--- src/rtl/genram_loader.sv ---
// Run-time loadable synchronous RAM: a valid/ready word stream fills the table,
// and the registered read port matches the generic ROM's 1-cycle latency.
module genram_loader #(
    parameter int AW   = 4,
    parameter int DW   = 7,
    parameter int WRAP = 0
) (
    input  logic          clk,
    input  logic          rst,
    input  logic          start,
    input  logic          finish,
    input  logic [DW-1:0] wr_data,
    input  logic          wr_valid,
    output logic          wr_ready,
    input  logic [AW-1:0] rd_addr,
    output logic [DW-1:0] rd_data,
    output logic [AW:0]   count,
    output logic          busy,
    output logic          done
);

    // state | meaning
    // IDLE  | after reset, waiting for start; stream ignored
    // LOAD  | accepting words at the auto-incrementing write pointer
    // DONE  | load finished or ended early; table stable until next start

    localparam int            NPOS      = 2**AW;
    localparam logic [AW:0]   COUNT_MAX = (AW+1)'(NPOS);
    localparam logic [AW-1:0] LAST_ADDR = '1;

    typedef enum logic [1:0] {
        IDLE = 2'd0,
        LOAD = 2'd1,
        DONE = 2'd2
    } state_t;

    state_t        state;
    logic [AW-1:0] wr_ptr;
    logic          accept;
    logic          last_word;

    logic [DW-1:0] mem [NPOS];

    assign wr_ready  = (state == LOAD);
    assign busy      = wr_ready;
    assign done      = (state == DONE);
    assign accept    = wr_valid && wr_ready;
    assign last_word = accept && (wr_ptr == LAST_ADDR) && (WRAP == 0);

    always_ff @(posedge clk or posedge rst) begin
        if (rst) begin
            state  <= IDLE;
            wr_ptr <= '0;
            count  <= '0;
        end else begin
            case (state)
                IDLE, DONE: begin
                    if (start) begin
                        state  <= LOAD;
                        wr_ptr <= '0;
                        count  <= '0;
                    end
                end
                LOAD: begin
                    if (accept) begin
                        wr_ptr <= wr_ptr + 1'b1;
                        if (count != COUNT_MAX)
                            count <= count + 1'b1;
                    end
                    // a word arriving with finish is still written and counted
                    if (finish || last_word)
                        state <= DONE;
                end
                default: state <= IDLE;
            endcase
        end
    end

    // Array kept free of reset so it maps onto block RAM.
    always_ff @(posedge clk) begin
        if (accept)
            mem[wr_ptr] <= wr_data;
    end

    // Read-before-write on an address collision falls out of the NBA ordering.
    always_ff @(posedge clk or posedge rst) begin
        if (rst)
            rd_data <= '0;
        else
            rd_data <= mem[rd_addr];
    end

endmodule

--- config.mk ---
export PLATFORM = sky130hd
export DESIGN_NAME = genram_loader
export DESIGN_NICKNAME = d
export VERILOG_FILES = /design/src/rtl/genram_loader.sv
export SDC_FILE = /design/constraint.sdc
export NUM_CORES = 1
export LEC_CHECK = 0
export CAP_MARGIN = 10
export CORE_MARGIN = 4
export CORE_UTILIZATION = 55
export DETAILED_ROUTE_END_ITERATION = 10
export PLACE_DENSITY = 0.84
export SLEW_MARGIN = 20
export SYNTH_ARGS = -nofsm -noshare
export SYNTH_HDL_FRONTEND = slang
export SYNTH_SLANG_ARGS = --single-unit
--- constraint.sdc ---
create_clock -name clk -period 3.4 [get_ports clk]
set_input_delay 0.51 -clock clk [delete_from_list [all_inputs] [get_ports clk]]
set_output_delay 0.51 -clock clk [all_outputs]
set_load 0.01 [all_outputs]
==> run_results.csv <==
group,metric,value,unit
sta,post-route-period-util,0.731,
synthesis,synth_edf_count,112,
final_layout,nFillCells,615,
status,outcome,"completed",
floorplan,io_pins,31,
final_layout,multiInputGateArea,1310,µm²
setup_path,worstPathRequired,2.89,ns
final_layout,post-route-util,0.675,
routing,drtIter0Drc,228,
sta,tightest_slew,0.867,ns
synthesis,synth_nets,296,
sta,max_freq,402,MHz
synthesis,synth-seq-cells,130,
sta,hold_viol,0,
clocking,clock-sinks,130,
floorplan,die_area,11200,µm²
synthesis,synth.distinct_cells,38,
floorplan,rows,35,
setup_path,worst-path-buf-inv,2,
setup_path,crit_family,"buffers and inverters",
synthesis,synth.yosys.warnings,0,
sta,timing.setup.tns,0,ns
sta,timing.slew.headroom,0.421,
clocking,clk_pin_slew,0.06,ns
clocking,cts_hold_buffers,0,
routing,wl_per_cell,22.7,µm
power,power.density,649,nW/µm²
synthesis,syn_avg_cell_area,19.2,µm²
clocking,cts_resized,0,
grt,grt_pass1_vias,2897,
synthesis,ys_seq_area_frac,0.727,
grt,grt_use_total,0.207,
final_layout,final_common_cell,"edfxtp_1",
floorplan,die_h,106,µm
final_layout,antenna_cells,0,
clocking,cts_root_buf,"clkbuf_8",
clocking,numCtsBuffers,17,
grt,grt_pass1_wl,16700,µm
setup_path,endpoint_kind,"output port",
clocking,ctsLongestPathBuffers,2,
floorplan,initial_core_util,0.565,
setup_path,critical-path-slowest-cell,"clkdlybuf4s50_1",
sta,grt_setup_unrepaired,"false",
setup_path,critPathMaxStageDelay,0.55,ns
placement,dpl-instance-area,5660,µm²
sta,post-route-min-period,2.49,ns
setup_path,cp_cell_sequence,"nand2b_1 > inv_1 > clkdlybuf4s50_1",
floorplan,core-area,9280,µm²
final_layout,final-seq-area,3810,µm²
setup_path,critPathArrivalTime,1.98,ns
final_layout,drive_gt1_frac,0.146,
routing,drtAntennaViolNets,0,
setup_path,cp_max_fo,12,
synthesis,syn_area,5250,µm²
clocking,htree_num_levels,4,
sta,setup_viol_count_final,0,
placement,numPortBuffers,30,
final_layout,nNetsFinal,337,
min_path,hold_path_class,"primary input to async pin",
synthesis,async_reset_ff_frac,0.138,
routing,drt_pre_antenna_iters,4,
clocking,cts_tree,"built",
grt,grt_overflow,0,
placement,gp_congestion,0.750,
final_layout,final_cell_mix,"edfxtp_1, clkdlybuf4s50_1, dfrtp_1, mux4_1, clkbuf_16",
final_layout,final_area,6270,µm²
synthesis,netlist_instances,274,
power,vdd_ir_drop_max,316,µV
final_layout,syn_to_final_growth,19.4,%
grt,grt_max_degree,29,
clocking,clk_latency,0.52,ns
setup_path,critPathLaunchType,"flop",
power,power_leakage,2.17,nW
sta,drv_slew,0,
placement,hpwl,6160,µm
grt,antenna_found_initial,0,
floorplan,fp.dieW,106,µm
routing,drcViolationCount,0,
routing,vias,2670,
clocking,postCtsSetupRepairBufs,0,
job,max-cap-violations,0,
routing,via_per_inst,5.84,
sta,skew,0.00660,ns
routing,totalWireLength,10400,µm
synthesis,ys.flop_type,"edfxtp_1",
setup_path,crit_type,"flop to output port",
per-layer routing:
layer | track usage | routed length, µm | vias up | part of all wire
met5 | 0 | 0 | - | 0
met4 | 0.0777 | 109 | 0 | 0.011
met3 | 0.0612 | 687 | 13 | 0.066
met2 | 0.333 | 5360 | 97 | 0.52
met1 | 0.271 | 4210 | 1376 | 0.41
li1 | - | - | 1184 | -
per-stage QoR:
stage	worst slack [ns]	cells	power [mW]	hold slack (ns)
after floorplan	1.48	274	2.08	0.449
after global placement	0.832	425	2.22	0.521
after detailed placement	0.816	425	2.24	0.514
after CTS	0.893	457	4.10	0.491
after global routing	0.753	457	4.22	0.529
final	0.915	457	4.07	0.482
worst reg2reg max path, cell delays in order, from the launching register on:
cell and delay [ns]:
dfrtp_1 0.40, nand2b_1 0.27, nor4b_1 0.44, and2_1 0.45
synth_stat cells (2+ instances only):
| cell type | instances | area share |
|---|---|---|
| and2_1 | 13 | 0.015 |
| nand4_1 | 2 | 0.0024 |
| nor2_1 | 8 | 0.0057 |
| nand2b_1 | 3 | 0.0036 |
| buf_2 | 3 | 0.0029 |
| nand3_1 | 3 | 0.0029 |
| ha_1 | 6 | 0.014 |
| clkbuf_1 | 7 | 0.0050 |
| inv_1 | 7 | 0.0050 |
| o31ai_1 | 3 | 0.0043 |
| mux4_2 | 11 | 0.047 |
| nand2_1 | 13 | 0.0093 |
| dfrtp_1 | 18 | 0.086 |
| a22oi_1 | 14 | 0.020 |
| nor2b_1 | 4 | 0.0048 |
| xor2_1 | 2 | 0.0033 |
| edfxtp_1 | 112 | 0.64 |
| nor3_1 | 3 | 0.0029 |
| mux4_1 | 17 | 0.085 |
| nor3b_1 | 2 | 0.0029 |
| o21ai_0 | 6 | 0.0057 |
final timing paths:
path / start / end / slack, ns / cells past startpoint
max in group asynchronous: rst / rd_data[0]$_DFF_PP0_ / 2.38 / 2
min: rst / rd_data[4]$_DFF_PP0_ / 0.48 / 2
min reg2reg: count[4]$_DFFE_PP0P_ / count[4]$_DFFE_PP0P_ / 0.52 / 1
max reg2reg: state[1]$_DFFE_PP0P_ / mem[1][6]$_DFFE_PP_ / 1.49 / 3
max: state[0]$_DFFE_PP0P_ / wr_ready / 0.91 / 3
min in group clk: count[4]$_DFFE_PP0P_ / count[4]$_DFFE_PP0P_ / 0.52 / 1
cells by family (layout without fill, tap and decap cells):
kind of cell	count (synthesis)	after routing	share of synthesized area
buffers and inverters	21	75	0.0231
adders and majority gates	6	6	0.0143
xor gates and xnor gates	3	3	0.00501
and+or+nand+nor	57	57	0.0591
AOI/OAI and AO/OA	28	28	0.0374
DFF	130	130	0.727
muxes	29	29	0.134
power breakdown:
part / internal, mW / switching [mW] / total, mW
Sequential: 1.80 / 0.0534 / 1.85
Combinational: 0.168 / 0.187 / 0.355
Clock: 1.19 / 0.679 / 1.86
sequential cells by signal, summed over array words and instances, names as in the netlist:
register	flops
rd_data	7
wr_ptr	4
mem	112
state	2
count	5
area by class of cell:
cell class,count,share of cell area
sequential,130,0.608
multi-input combinational,123,0.210
clock buffer,18,0.0667
timing repair buffer,36,0.0551
clock inverter,14,0.0303
tap,129,0.0257
inverter,7,0.00419
Power figures use the tool's default switching activity.
